==> src/rtl/mux_rr_arbiter_if.sv <==
// Request/grant bundle between board request sources and the round-robin mux arbiter.
interface mux_rr_arbiter_if;
   logic [3:0] req;
   logic [3:0] grant;
   logic [1:0] sel;
   logic       valid;

   modport master (output req, input grant, input sel, input valid);
   modport slave  (input req, output grant, output sel, output valid);
endinterface

==> src/rtl/mux_rr_arbiter.sv <==
// Round-robin arbiter driving the 4-to-1 mux select from a registered one-hot grant.
// Optional timeout preemption of contested grants is compiled in with MUX_ARB_TIMEOUT_EN.
//
// state   | meaning
// S_IDLE  | no grant, valid=0, sel keeps last granted index
// S_GRANT | one grant bit set, valid=1, hold_cnt counting grant age
module mux_rr_arbiter #(
   parameter int HOLD_CYCLES = 4,
   parameter int QUANTUM     = 16,
   parameter int CNT_W       = 5
) (
   input  logic             Clock,
   input  logic             Resetn,
   mux_rr_arbiter_if.slave  bus
);

`ifdef MUX_ARB_TIMEOUT_EN
   localparam bit TIMEOUT_EN = 1'b1;
`else
   localparam bit TIMEOUT_EN = 1'b0;
`endif

   typedef enum logic {S_IDLE, S_GRANT} state_t;

   state_t           state_q, state_d;
   logic [3:0]       grant_q, grant_d;
   logic [1:0]       sel_q, sel_d;
   logic [1:0]       ptr_q, ptr_d;
   logic [CNT_W-1:0] hold_cnt_q, hold_cnt_d;

   logic [3:0]       others;
   logic [3:0]       search;
   logic             do_issue;
   logic             do_release;
   logic             do_preempt;
   logic [1:0]       pick;

   // First set bit of r scanning upward from p, wrapping modulo 4.
   function automatic logic [1:0] rr_pick(input logic [3:0] r, input logic [1:0] p);
      logic [1:0] idx;
      logic       found;
      idx   = p;
      found = 1'b0;
      for (int k = 0; k < 4; k++) begin
         if (!found && r[p + 2'(k)]) begin
            idx   = p + 2'(k);
            found = 1'b1;
         end
      end
      return idx;
   endfunction

   always_comb begin
      state_d    = state_q;
      grant_d    = grant_q;
      sel_d      = sel_q;
      ptr_d      = ptr_q;
      hold_cnt_d = hold_cnt_q;
      others     = bus.req & ~grant_q;
      search     = 4'b0000;
      do_issue   = 1'b0;
      do_release = 1'b0;
      do_preempt = 1'b0;

      case (state_q)
         S_IDLE: begin
            if (|bus.req) begin
               search   = bus.req;
               do_issue = 1'b1;
            end
         end
         S_GRANT: begin
            do_release = !(|(bus.req & grant_q)) && (hold_cnt_q >= CNT_W'(HOLD_CYCLES));
            do_preempt = TIMEOUT_EN && (hold_cnt_q >= CNT_W'(QUANTUM)) && (|others);
            if (do_release || do_preempt) begin
               if (|others) begin
                  // Hand over directly so grant never passes through zero.
                  search   = others;
                  do_issue = 1'b1;
               end else begin
                  state_d = S_IDLE;
                  grant_d = 4'b0000;
               end
            end else if (hold_cnt_q != {CNT_W{1'b1}}) begin
               hold_cnt_d = hold_cnt_q + 1'b1;
            end
         end
         default: state_d = S_IDLE;
      endcase

      pick = rr_pick(search, ptr_q);
      if (do_issue) begin
         state_d    = S_GRANT;
         grant_d    = 4'b0001 << pick;
         sel_d      = pick;
         ptr_d      = pick + 2'd1;
         hold_cnt_d = CNT_W'(1);
      end
   end

   always_ff @(posedge Clock or negedge Resetn) begin
      if (!Resetn) begin
         state_q    <= S_IDLE;
         grant_q    <= 4'b0000;
         sel_q      <= 2'b00;
         ptr_q      <= 2'b00;
         hold_cnt_q <= '0;
      end else begin
         state_q    <= state_d;
         grant_q    <= grant_d;
         sel_q      <= sel_d;
         ptr_q      <= ptr_d;
         hold_cnt_q <= hold_cnt_d;
      end
   end

   assign bus.grant = grant_q;
   assign bus.sel   = sel_q;
   assign bus.valid = (state_q == S_GRANT);

endmodule

==> src/flat_wrapper.sv <==
// flat-port wrapper written by rule: the top's interface ports become plain ports
module mux_rr_arbiter_flat 
#(
   parameter int HOLD_CYCLES = 4,
   parameter int QUANTUM     = 16,
   parameter int CNT_W       = 5
)
  (Clock, Resetn, bus_req, bus_grant, bus_sel, bus_valid);
  mux_rr_arbiter_if bus_i ();
  input  logic Clock;
  input  logic Resetn;
  input wire logic [$bits(bus_i.req)-1:0] bus_req;
  output wire logic [$bits(bus_i.grant)-1:0] bus_grant;
  output wire logic [$bits(bus_i.sel)-1:0] bus_sel;
  output wire logic [$bits(bus_i.valid)-1:0] bus_valid;
  assign bus_i.req = bus_req;
  assign bus_grant = bus_i.grant;
  assign bus_sel = bus_i.sel;
  assign bus_valid = bus_i.valid;
  mux_rr_arbiter #(.HOLD_CYCLES(HOLD_CYCLES), .QUANTUM(QUANTUM), .CNT_W(CNT_W)) u_core (.Clock(Clock), .Resetn(Resetn), .bus(bus_i));
endmodule
==> config.mk <==
export PLATFORM = sky130hd
export DESIGN_NAME = mux_rr_arbiter_flat
export DESIGN_NICKNAME = d
export VERILOG_FILES = /design/src/rtl/mux_rr_arbiter_if.sv /design/src/rtl/mux_rr_arbiter.sv /design/src/flat_wrapper.sv
export SDC_FILE = /design/constraint.sdc
export NUM_CORES = 1
export LEC_CHECK = 0
export ABC_AREA = 0
export CAP_MARGIN = 20
export CORE_ASPECT_RATIO = 2
export CORE_UTILIZATION = 35
export DETAILED_ROUTE_END_ITERATION = 8
export PLACE_DENSITY_LB_ADDON = 0.12
export SLEW_MARGIN = 40
export SYNTH_ARGS = -nofsm -noshare
export SYNTH_HDL_FRONTEND = slang
export SYNTH_SLANG_ARGS = --single-unit
==> constraint.sdc <==
create_clock -name Clock -period 3.6 [get_ports Clock]
set_clock_uncertainty 0.2 [all_clocks]
set_input_delay 0.36 -clock Clock [delete_from_list [all_inputs] [get_ports Clock]]
set_output_delay 0.36 -clock Clock [all_outputs]
set_load 0.005 [all_outputs]
# == Word-level counts from Yosys, hierarchy flattened ==
# Index checks and enable logic that the tools add are counted.
# word_totals
regBits,14
latchBits,0
ramBits,0
rom_bits,0
input_bits,6
word_cells,72
memories,0
# classes
add_sub_neg,5
n_mul,0
n_div,0
magnitude_cmp,5
eq_ne,3
n_shift,1
n_mux,33
bitwise,4
n_reduce_logical,16
# ops
cell,count
2-to-1 mux 4 bit,7
2-to-1 mux 5 bit,4
2-to-1 mux 1 bit,13
less-than comparator 2 x 3 -> 1 bit (second input constant),4
OR reduction 4 bit,3
bitwise AND 4 bit,2
binary-select mux 1 bit (select 2 bit),4
case mux 4 bit (2 select lines),1
2-to-1 mux 2 bit,3
AND reduction 3 bit,2
nonzero test 2 bit,3
adder 5 x 1 -> 5 bit (second input constant),1
greater-or-equal comparator 5 x 3 -> 1 bit (second input constant),1
!= test 5 bit (second input constant),1
adder 2 x 1 -> 2 bit (second input constant),2
adder 2 bit (second input constant),2
logical AND 1 bit,4
zero test 1 bit,4
!= test 2 x 1 -> 1 bit (second input constant),2
NOT 4 bit,1
<< shifter 1 x 2 -> 4 bit (first input constant),1
case mux 1 bit (2 select lines),1
NOT 1 bit,1

# == Logic depth before layout (Yosys ltp) ==
# Gate-level depths: netlist of run 1.
# depth
ltp_word,20
mapped_depth,8
mapped_depth_nobuf,7

# == Least setup slack after synthesis of run 1 ==
# Ideal clock, no wire load.
# synth_path
path_kind,reg-to-reg
from,register u_core.hold_cnt_q[3]
to,register u_core.ptr_q[1]
t_arrival_ns,2.341
setup_slack_ns,0.934
stages_incl_launch_ff,9
path_buffers,1
synth_period_minus_slack_ns,2.666
cell_sequence,dfrtp_1 or3_1 buf_6 a41o_1 or3b_1 a32oi_2 inv_1 ha_1 mux2_2
# synth_between
elab_chain_len,17
word_cells_on_any_way,27
classes_between,1 x add/sub; 1 x order compare; 18 x mux; 7 x reduce/logical
# synth_lines
element,line,text
"start, declared",mux_rr_arbiter.sv:29,"logic [CNT_W-1:0] hold_cnt_q, hold_cnt_d;"
"start signal, assigned",mux_rr_arbiter.sv:113,hold_cnt_q <= hold_cnt_d;
greater-or-equal comparator 5 x 3 -> 1 bit (*),mux_rr_arbiter.sv:73,do_release = !(|(bus.req & grant_q)) && (hold_cnt_q >= CNT_W'(HOLD_CYCLES));
logical AND 1 bit (*),mux_rr_arbiter.sv:73,
2-to-1 mux 4 bit (*),mux_rr_arbiter.sv:75,if (do_release || do_preempt) begin
case mux 4 bit (2 select lines) (*),mux_rr_arbiter.sv:65,case (state_q)
binary-select mux 1 bit (select 2 bit),mux_rr_arbiter.sv:45,if (!found && r[p + 2'(k)]) begin
2-to-1 mux 1 bit (implied by the code),mux_rr_arbiter.sv:45,
2-to-1 mux 1 bit,mux_rr_arbiter.sv:45,
zero test 1 bit,mux_rr_arbiter.sv:45,
(+2 left out),n/a,
zero test 1 bit,mux_rr_arbiter.sv:45,
logical AND 1 bit,mux_rr_arbiter.sv:45,
2-to-1 mux 1 bit,mux_rr_arbiter.sv:45,
zero test 1 bit,mux_rr_arbiter.sv:45,
logical AND 1 bit,mux_rr_arbiter.sv:45,
2-to-1 mux 2 bit (*),mux_rr_arbiter.sv:45,
via u_core.pick[1],mux_rr_arbiter.sv:36,logic [1:0] pick;
adder 2 x 1 -> 2 bit (*),mux_rr_arbiter.sv:96,ptr_d = pick + 2'd1;
"end signal, assigned",mux_rr_arbiter.sv:112,ptr_q <= ptr_d;
"end, declared",mux_rr_arbiter.sv:28,"logic [1:0] ptr_q, ptr_d;"
# Mark *: on every way through the listed nets, which the timed path passes. The rest lies on a longest branch. The select of a mux whose other input is x is not followed.
# A chain may end at the register's enable or synchronous reset.

# == Worst setup path after layout of run 1 ==
# layout_path
from,input bus_req[0]
to,register u_core.ptr_q[1]
# layout_between
elab_chain_len,19
word_cells_on_any_way,36
classes_between,1 x add/sub; 22 x mux; 2 x bitwise; 11 x reduce/logical
# layout_lines
element,line,text
"start, declared",flat_wrapper.sv:12,input wire logic [$bits(bus_i.req)-1:0] bus_req;
bitwise AND 4 bit,mux_rr_arbiter.sv:73,
OR reduction 4 bit,mux_rr_arbiter.sv:73,
zero test 1 bit,mux_rr_arbiter.sv:73,
logical AND 1 bit,mux_rr_arbiter.sv:73,
2-to-1 mux 4 bit,mux_rr_arbiter.sv:75,
case mux 4 bit (2 select lines) (*),mux_rr_arbiter.sv:65,
binary-select mux 1 bit (select 2 bit),mux_rr_arbiter.sv:45,
2-to-1 mux 1 bit (implied by the code),mux_rr_arbiter.sv:45,
(+4 left out),n/a,
zero test 1 bit,mux_rr_arbiter.sv:45,
logical AND 1 bit,mux_rr_arbiter.sv:45,
2-to-1 mux 1 bit,mux_rr_arbiter.sv:45,
zero test 1 bit,mux_rr_arbiter.sv:45,
logical AND 1 bit,mux_rr_arbiter.sv:45,
2-to-1 mux 2 bit (*),mux_rr_arbiter.sv:45,
via u_core.pick[1],mux_rr_arbiter.sv:36,
adder 2 x 1 -> 2 bit (*),mux_rr_arbiter.sv:96,
# Marks and branches as above.

==> summary.md, run 1 <==
| Metric | Value |
|---|---|
| I/O pins | `13` |
| Final hold vios | `0` |
| Startpoint Class | `input port` |
| Final WL | `2330 um` |
| Share of power burned in registers | `26.7%` |
| Ys async rst share | `100%` |
| Most frequent cells in the layout | `dfrtp_1 (14), clkdlybuf4s50_1 (12), nor2b_1 (8), ha_1 (7), o21ai_0 (6)` |
| Max transition margin | `59.0%` |
| CP max FO | `7` |
| Die ar. | `2940 um2` |
| IO buf count | `12` |
| Setup CP Type | `in -> reg` |
| Commonest non-fill, non-tap cell in the layout | `dfrtp_1` |
| Comb power frac | `60.2%` |
| Leakage power | `slightly below 0.5 nW` |
| Maximum vdd drop | `0.441 mV` |
| Setup TNS | `0 ns` |
| Die width | `between 30 and 40 um` |
| Die Y-Extent | `75.7 um` |
| Synth Flop Type | `dfrtp_1` |
| Syn_area_per_cell | `around 9.8 um2` |
| Worst path slowest cell | `clkdlybuf4s50_1` |
| Critical path's largest stage delay | `0.47 ns` |
| Resize count post-CTS | `0` |
| Cts hold-fix bufs | `0` |
| Longest Clk Path Bufs | `2` |
| Final hold slack | `between 0.3 and 0.4 ns` |
| Min Tclk post-route | `2.99 ns` |
| Synth Warn # | `0` |
| R2R setup slack | `0.76 ns` |
| Crit path buffers/inverters | `2` |
| Tightest Pin Transition | `0.614 ns` |
| Post-synth EDFFs | `0` |
| CP Depth | `8` |
| Vias per cell | `just under 6` |
| Yosys cell types | `39` |
| Reg-to-Reg Start | `u_core.bus.grant[1]$_DFFE_PN0P_` |
| Req. time, crit path | `3.53 ns` |
| GP Congestion | `~0.76` |
| Layout cells sized above 1 | `between 10% and 20%` |
| Antenna cells | `0` |
| Drt pass-1 iters | `4` |
| Power Density | `approximately 990 nW/um2` |
| Fin. max-slew vios | `0` |
| Nets | `125` |
| Net Switching | `0.486 mW` |
| Worst-Skew Late Latency | `0.24 ns` |
| Switching Share | `42.7%` |
| Row count | `26` |
| Antenna-violating nets left | `0` |
| DR vias | `~810` |
| Core footprint | `2570 um2` |
| WL/cell | `~17 um` |
| Tcrit/Tclk final | `83.1%` |
| Max Fclk | `334 MHz` |
| H-tree levels | `1` |
| Seq/Total Area, Yosys | `36.9%` |
| Design Area, Final | `1150 um2` |
| RSZ-0062 raised after global routing | `false` |
| Capture point of the worst reg-to-reg path | `u_core.ptr_q[1]$_DFFE_PN0P_` |
| Final setup fails | `0` |
| Hpwl dp | `1790 um` |
| Initial DRC Count | `15` |
| CP startpoint | `bus_req[0]` |
| # clock sinks | `14` |
| CTS tree | `done` |
| Initial core utilization | `37.0%` |
| Net Count, Synth | `110` |
| First-pass GRT wire length | `3680 um` |
| Setup repair bufs after CTS | `0` |
| Residual DRC count | `0` |
| Layout area overhead | `20.8%` |
| Synthesized area | `950 um2` |
| Critical Path End | `u_core.ptr_q[1]$_DFFE_PN0P_` |
| Pint | `0.654 mW` |
| Total CTS buffers | `3` |
| WP data arrival | `2.92 ns` |
| Worst setup EP type | `flop` |
| Clk pin slew, worst setup/hold paths | `0.05 ns` |
| R2R cell count | `7` |
| Part of the power in the clock network | `between 10% and 20%` |
| Status | `completed` |
| Post-Synthesis Cells | `97` |
| Total power | `1.14 mW` |
| # Max-Cap Violations | `0` |
| Critical path's top delay family | `compound AO/OA/AOI/OAI gates` |
| Vias in the first global route | `842` |
| Root buffer cell | `clkbuf_8` |
| Min-delay worst type | `in -> async` |
| Initial antenna violation count | `0` |
| DP Area | `roughly 1100 um2` |
| Largest net degree at the start of global routing | `15` |
| Global route overflow | `0` |
| Number of synthesized register bits | `14` |
| Total track usage | `18.6%` |
| CP Cell Sequence | `clkdlybuf4s50_1, a22oi_1, a41oi_1, or3b_1, a32oi_2, inv_1, ha_1, mux2_2` |
## cells in the mapped netlist, types with 2 or more instances
| cell | count | share of area (%) |
|---|---|---|
| dfrtp_1 | 14 | 37 |
| ha_1 | 7 | 9.2 |
| a22oi_1 | 2 | 1.6 |
| a41oi_1 | 4 | 3.7 |
| nor2b_1 | 8 | 5.3 |
| nand2_1 | 5 | 2.0 |
| nand3_1 | 4 | 2.1 |
| nor2_1 | 5 | 2.0 |
| o21a_1 | 2 | 1.6 |
| nor4_1 | 2 | 1.3 |
| and3_2 | 2 | 1.6 |
| inv_1 | 4 | 1.6 |
| a22o_1 | 4 | 3.7 |
| a31oi_1 | 2 | 1.3 |
| o21ai_0 | 6 | 3.2 |
| a21oi_1 | 2 | 1.1 |
| xnor2_1 | 2 | 1.8 |
## stage by stage
step	setup slack [ns]	std cells	util, %
4_1_cts	0.617	139	44.6
3_3_place_gp	0.428	135	42.5
5_1_grt	0.467	139	44.6
2_1_floorplan	0.934	97	-
3_5_place_dp	0.357	135	42.5
6_report	0.610	139	44.6
## how the worst min path moves through the flow
stage,slack (ns),to
floorplan,-0.14,u_core.bus.grant[0]$_DFFE_PN0P_
global placement,0.34,u_core.bus.grant[0]$_DFFE_PN0P_
detailed placement,0.34,u_core.bus.sel[1]$_DFFE_PN0P_
CTS,0.33,u_core.bus.sel[1]$_DFFE_PN0P_
global route,0.36,u_core.hold_cnt_q[1]$_DFFE_PN0P_
finish,0.30,u_core.ptr_q[0]$_DFFE_PN0P_
## per-layer routing
layer / up-vias / share of wire, % / GRT usage [%]
li1: 393 / - / -
met1: 398 / 39 / 19.4
met2: 12 / 58 / 35.2
met3: 6 / 1.3 / 0.875
met4: 0 / 2.1 / 9.20
met5: - / 0 / 0
## registers in the layout, summed over array words and instances (netlist names)
register and cells:
u_core.hold_cnt_q 5, u_core.bus.grant 4, u_core.bus.sel 2, u_core.ptr_q 2
u_core.bus.valid 1
## cells by family after synthesis
logic type / share of synthesized area, %
muxes: 2.24
adders and majority gates: 9.22
xor gates and xnor gates: 1.84
AOI/OAI and AO/OA: 25.4
and+or+nand+nor: 20.7
buffers and inverters: 3.69
DFF: 36.9
## area by class of cell
class	instances	area [um2]
Fill cell	256	1420
Multi-Input combinational cell	76	564
Sequential cell	14	350
Timing Repair Buffer	13	128
Clock buffer	4	55.1
Tap cell	28	35.0
Inverter	4	15.0
## power by group through the flow
| stage | Combinational, mW | Sequential, mW | Clock (mW) |
|---|---|---|---|
| after CTS | 0.696 | 0.303 | 0.155 |
| after floorplan | 0.513 | 0.287 | 0 |
| after detailed placement | 0.693 | 0.305 | 0 |
| final | 0.686 | 0.304 | 0.150 |
| after global routing | 0.761 | 0.316 | 0.159 |
| after global placement | 0.688 | 0.305 | 0 |
## worst register-to-register path, cell delays in order (launching register included)
cell and delay [ns]:
dfrtp_1 0.42, a22oi_1 0.44, a41oi_1 0.31, or3b_1 0.43
a32oi_2 0.29, inv_1 0.10, ha_1 0.27, mux2_2 0.26
(Power assumes the default switching activity.)
==> run 2, diff against run 1 <==
Clock period 3.6 ns to 2.5 ns, I/O delays scaled along.
==> summary.md, run 2 (synthesized netlist as in run 1, its figures left out) <==
| Metric | Value |
|---|---|
| H-tree levels | `1 (unchanged)` |
| Residual DRC count | `0 (unchanged)` |
| DR vias | `915 (+13%)` |
| Drt pass-1 iters | `4 (unchanged)` |
| R2R cell count | `9 (+2)` |
| Critical Path End | `u_core.ptr_q[1]$_DFFE_PN0P_` |
| Nets | `150 (+20%)` |
| Initial antenna violation count | `0 (unchanged)` |
| Fin util | `54.8% (+10 points)` |
| Die ar. | `2940 um2 (unchanged)` |
| Req. time, crit path | `2.43 ns (-1.10 ns)` |
| Setup TNS | `0 ns (unchanged)` |
| Min-delay worst type | `in -> async` |
| Final hold slack | `0.198 ns (-0.103 ns)` |
| Leakage power | `0.630 nW (+28%)` |
| Most frequent cells in the layout | `buf_4 (25), dfrtp_1 (14), clkdlybuf4s50_1 (10), nor2b_1 (7), ha_1 (7)` |
| Min Tclk post-route | `2.48 ns` |
| Part of the power in the clock network | `10.4% (-2.7 points)` |
| Fin. max-slew vios | `0 (unchanged)` |
| Startpoint Class | `flop` |
| Worst-Skew Late Latency | `0.24 ns (about the same)` |
| Final setup fails | `0 (unchanged)` |
| Layout Cells excl Fill | `164 (+18%)` |
| Setup Slack @ Placement | `-0.290 ns (-0.647 ns)` |
| Total CTS buffers | `3 (unchanged)` |
| Setup CP Type | `reg -> reg` |
| Capture point of the worst reg-to-reg path | `u_core.ptr_q[1]$_DFFE_PN0P_` |
| RSZ-0062 raised after global routing | `true` |
| Core footprint | `2570 um2 (unchanged)` |
| GP Congestion | `0.735 (-2.9%)` |
| WP data arrival | `2.41 ns (-0.51 ns)` |
| Initial core utilization | `37.0% (unchanged)` |
| Design Area, Final | `1410 um2 (+23%)` |
| # Max-Cap Violations | `0 (unchanged)` |
| Worst setup EP type | `flop` |
| Die width | `38.8 um (unchanged)` |
| Pint | `1.27 mW (+94%)` |
| Most flops, register | `u_core.hold_cnt_q` |
| Net Switching | `0.815 mW (+68%)` |
| Status | `completed` |
| Max transition margin | `57.1% (-1.8 points)` |
| Commonest non-fill, non-tap cell in the layout | `buf_4` |
| Placed cell count | `157 (+16%)` |
| Final setup margin | `0.0161 ns (-0.594 ns)` |
| Row count | `26 (unchanged)` |
| DP Area | `1260 um2 (+15%)` |
| Vias per cell | `5.58 (-4.1%)` |
| Filler cells | `239 (-6.6%)` |
| Initial DRC Count | `5 (-10)` |
| Total track usage | `20.4% (+1.8 points)` |
| First-pass GRT wire length | `4040 um (+9.7%)` |
| Register Area | `350 um2 (unchanged)` |
| I/O pins | `13 (unchanged)` |
| Multi-input gate area | `636 um2 (+13%)` |
| # clock sinks | `14 (unchanged)` |
| Share of power burned in registers | `20.5% (-6.2 points)` |
| Total power | `2.09 mW (+83%)` |
| Root buffer cell | `clkbuf_8` |
| Tightest Pin Transition | `0.641 ns (+0.0276 ns)` |
| Power Density | `1480 nW/um2 (+49%)` |
| Maximum vdd drop | `0.718 mV (+63%)` |
| Layout area overhead | `48.2%` |
| Comb power frac | `69.1% (+8.9 points)` |
| Hpwl dp | `2070 um (+16%)` |
| Final WL | `2580 um (+11%)` |
| Tcrit/Tclk final | `99.4%` |
| Switching Share | `39.1% (-3.6 points)` |
| Clk pin slew, worst setup/hold paths | `0.06 ns (about the same)` |
| Reg-to-Reg Start | `u_core.hold_cnt_q[2]$_DFFE_PN0P_` |
| Global route overflow | `0 (unchanged)` |
| Vias in the first global route | `906 (+7.6%)` |
| IO buf count | `12 (unchanged)` |
| Antenna-violating nets left | `0 (unchanged)` |
| CP max FO | `5 (-2)` |
| Longest Clk Path Bufs | `2 (unchanged)` |
| Die Y-Extent | `75.7 um (unchanged)` |
| CTS tree | `done` |
| Max Fclk | `403 MHz` |
| Antenna cells | `0 (unchanged)` |
| WL/cell | `15.7 um (-6.1%)` |
| Max FFs per register | `5 (unchanged)` |
| Final hold vios | `0 (unchanged)` |
| CP startpoint | `u_core.hold_cnt_q[2]$_DFFE_PN0P_` |
| Largest net degree at the start of global routing | `15 (unchanged)` |
| R2R setup slack | `0.02 ns (-0.74 ns)` |
| Layout cells sized above 1 | `34.6% (+24 points)` |
==> run 2: worst min path at each step <==
| stage | startpoint | to |
|---|---|---|
| 2_1_floorplan | Resetn | u_core.bus.grant[0]$_DFFE_PN0P_ |
| 3_3_place_gp | u_core.bus.sel[1]$_DFFE_PN0P_ | u_core.bus.sel[1]$_DFFE_PN0P_ |
| 3_5_place_dp | u_core.bus.grant[0]$_DFFE_PN0P_ | u_core.bus.grant[0]$_DFFE_PN0P_ |
| 4_1_cts | Resetn | u_core.bus.sel[1]$_DFFE_PN0P_ |
| 5_1_grt | Resetn | u_core.bus.sel[1]$_DFFE_PN0P_ |
| 6_report | Resetn | u_core.bus.sel[1]$_DFFE_PN0P_ |
==> run 2: power by group through the flow <==
stage	Clock (mW)	Sequential [mW]	Combinational, mW
finish	0.218	0.427	1.44
global route	0.231	0.441	1.59
CTS	0.226	0.422	1.34
detailed placement	0	0.421	1.28
global placement	0	0.418	1.26
floorplan	0	0.414	0.739
==> run 2: worst max-delay path, cell delays in order (launching register included) <==
cell,delay (ns)
dfrtp_1,0.37
or3_4,0.42
buf_6,0.15
a41oi_2,0.13
buf_4,0.15
nand3b_1,0.09
a32oi_2,0.23
inv_1,0.09
ha_1,0.27
mux2_4,0.26
==> run 2: routing by layer <==
| metal | wire [um] | GRT usage [%] |
|---|---|---|
| met3 | 26 | 0.875 |
| met4 | 57 | 10.7 |
| met2 | 1530 | 38.9 |
| met1 | 960 | 20.7 |
| met5 | 0 | 0 |
==> run 2: layout make-up <==
class	count	area share, %
multi-input combinational	76	45.2
timing repair buffer	38	22.5
inverter	4	1.07
tap	28	2.49
sequential	14	24.9
clock buffer	4	3.91
==> run 2: what timing repair did <==
action | CTS | global route
hold buffers | 0 | 0
gates cloned | 0 | 0
endpoints found under the hold margin | 0 | 0
gates resized for setup | 9 | 7
setup buffers | 1 | 2
pin swaps | 3 | 4
setup endpoints to repair | 5 | 4
==> run 3, diff against run 2 <==
Clock period 2.5 ns to 3.2 ns, I/O delays scaled along.
==> summary.md, run 3 (synthesized netlist as in run 1, its figures left out) <==
| Metric | Value |
|---|---|
| Status | `completed` |
| Reg-to-Reg Start | `u_core.hold_cnt_q[2]$_DFFE_PN0P_` |
| Hpwl dp | `1840 um (-11%)` |
| R2R setup slack | `0.46 ns (+0.44 ns)` |
| Most flops, register | `u_core.hold_cnt_q` |
| Vias in the first global route | `827 (-8.7%)` |
| Total track usage | `18.0% (-2.3 points)` |
| Tightest Pin Transition | `0.636 ns (-0.00538 ns)` |
| Antenna cells | `0 (unchanged)` |
| I/O pins | `13 (unchanged)` |
| Initial core utilization | `37.0% (unchanged)` |
| Drt pass-1 iters | `3 (-1)` |
| CTS tree | `done` |
| Total power | `1.33 mW (-36%)` |
| Req. time, crit path | `3.13 ns (+0.70 ns)` |
| # clock sinks | `14 (unchanged)` |
| Longest Clk Path Bufs | `2 (unchanged)` |
| Row count | `26 (unchanged)` |
| Nets | `128 (-15%)` |
| Total CTS buffers | `3 (unchanged)` |
| Final setup margin | `0.443 ns (+0.427 ns)` |
| Largest net degree at the start of global routing | `15 (unchanged)` |
| Worst-Skew Late Latency | `0.24 ns (about the same)` |
| WP data arrival | `2.68 ns (+0.27 ns)` |
| Layout cells sized above 1 | `13.2% (-21 points)` |
| Die ar. | `2940 um2 (unchanged)` |
| Max FFs per register | `5 (unchanged)` |
| Initial DRC Count | `26 (+21)` |
| Final hold vios | `0 (unchanged)` |
| Layout area overhead | `23.2%` |
| Final setup fails | `0 (unchanged)` |
| Final WL | `2360 um (-8.5%)` |
| Critical Path End | `u_core.ptr_q[1]$_DFFE_PN0P_` |
| Residual DRC count | `0 (unchanged)` |
| Final hold slack | `0.272 ns (+0.0741 ns)` |
| Min-delay worst type | `in -> async` |
| Worst setup EP type | `flop` |
| Cts hold-fix bufs | `0 (unchanged)` |
| Antenna-violating nets left | `0 (unchanged)` |
| Die width | `38.8 um (unchanged)` |
| Fin. max-slew vios | `0 (unchanged)` |
| CP startpoint | `bus_req[1]` |
| Setup TNS | `0 ns (unchanged)` |
| Tcrit/Tclk final | `86.1%` |
| Vias per cell | `5.65 (+1.2%)` |
| WL/cell | `16.6 um (+5.6%)` |
| Root buffer cell | `clkbuf_8` |
| Setup CP Type | `in -> reg` |
| Global route overflow | `0 (unchanged)` |
| Filler cells | `268 (+12%)` |
| Capture point of the worst reg-to-reg path | `u_core.ptr_q[1]$_DFFE_PN0P_` |
| GP Congestion | `0.764 (+3.9%)` |
| Leakage power | `0.507 nW (-19%)` |
| Maximum vdd drop | `0.534 mV (-26%)` |
| Die Y-Extent | `75.7 um (unchanged)` |
| Startpoint Class | `input port` |
| DR vias | `802 (-12%)` |
| Min Tclk post-route | `approximately 2.8 ns` |
| Clk pin slew, worst setup/hold paths | `0.06 ns (about the same)` |
| Max Fclk | `between 300 and 400 MHz` |
| Design Area, Final | `1170 um2 (-17%)` |
| First-pass GRT wire length | `3680 um (-9.1%)` |
| # Max-Cap Violations | `0 (unchanged)` |
| Resize count post-CTS | `0 (-9)` |
| Commonest non-fill, non-tap cell in the layout | `dfrtp_1` |
| DP Area | `1110 um2 (-11%)` |
| IO buf count | `12 (unchanged)` |
| Setup repair bufs after CTS | `0 (-1)` |
| Setup Slack @ Placement | `0.196 ns (+0.486 ns)` |
| R2R cell count | `8 (-1)` |
| RSZ-0062 raised after global routing | `false` |
| Core footprint | `2570 um2 (unchanged)` |
| Most frequent cells in the layout | `dfrtp_1 (14), clkdlybuf4s50_1 (12), nor2b_1 (8), ha_1 (7), o21ai_0 (6)` |
| Max transition margin | `57.5% (+0.36 points)` |
| Initial antenna violation count | `0 (unchanged)` |
| H-tree levels | `1 (unchanged)` |
| Power Density | `1140 nW/um2 (-23%)` |
| CP max FO | `7 (+2)` |
[run 3: layout make-up]
class	instances	area [um2]	area share, %
Clock buffer	4	55.1	4.71
Inverter	4	15.0	1.28
Sequential cell	14	350	29.9
Multi-Input combinational cell	76	564	48.2
Tap cell	28	35.0	2.99
Timing Repair Buffer	16	150	12.8
[run 3: report_power, final]
group | internal, mW | leakage (nW) | switching, mW
Clock | 0.109 | 0.0288 | 0.0596
Sequential | 0.258 | 0.173 | 0.0865
Combinational | 0.404 | 0.306 | 0.413
[run 3: per-layer routing]
| layer | GRT usage, % | vias to the layer above | share of wire, % |
|---|---|---|---|
| met5 | 0 | - | 0 |
| met1 | 19.2 | 388 | 39 |
| li1 | - | 403 | - |
| met2 | 34.8 | 9 | 59 |
| met3 | 0.875 | 2 | 1.2 |
| met4 | 6.90 | 0 | 0.72 |
[run 3: worst max-delay path, cell delays in order]
cell,delay (ns)
clkdlybuf4s50_1,0.45
a22oi_1,0.45
a41oi_1,0.23
or3b_1,0.41
a32oi_2,0.22
inv_1,0.08
ha_1,0.26
mux2_2,0.26
[run 3: worst min path at each step]
stage | slack [ns] | to | depth (start not counted)
finish | 0.27 | u_core.bus.sel[1]$_DFFE_PN0P_ | 1
global route | 0.34 | u_core.bus.sel[1]$_DFFE_PN0P_ | 1
CTS | 0.29 | u_core.bus.sel[1]$_DFFE_PN0P_ | 1
detailed placement | 0.31 | u_core.bus.sel[1]$_DFFE_PN0P_ | 2
global placement | 0.31 | u_core.bus.sel[1]$_DFFE_PN0P_ | 2
floorplan | -0.18 | u_core.bus.grant[0]$_DFFE_PN0P_ | 0
[run 3: stage by stage]
step / cells / util (%)
global route: 142 / 45.5
finish: 142 / 45.5
CTS: 142 / 45.5
global placement: 138 / 43.4
floorplan: 97 / -
detailed placement: 138 / 43.4
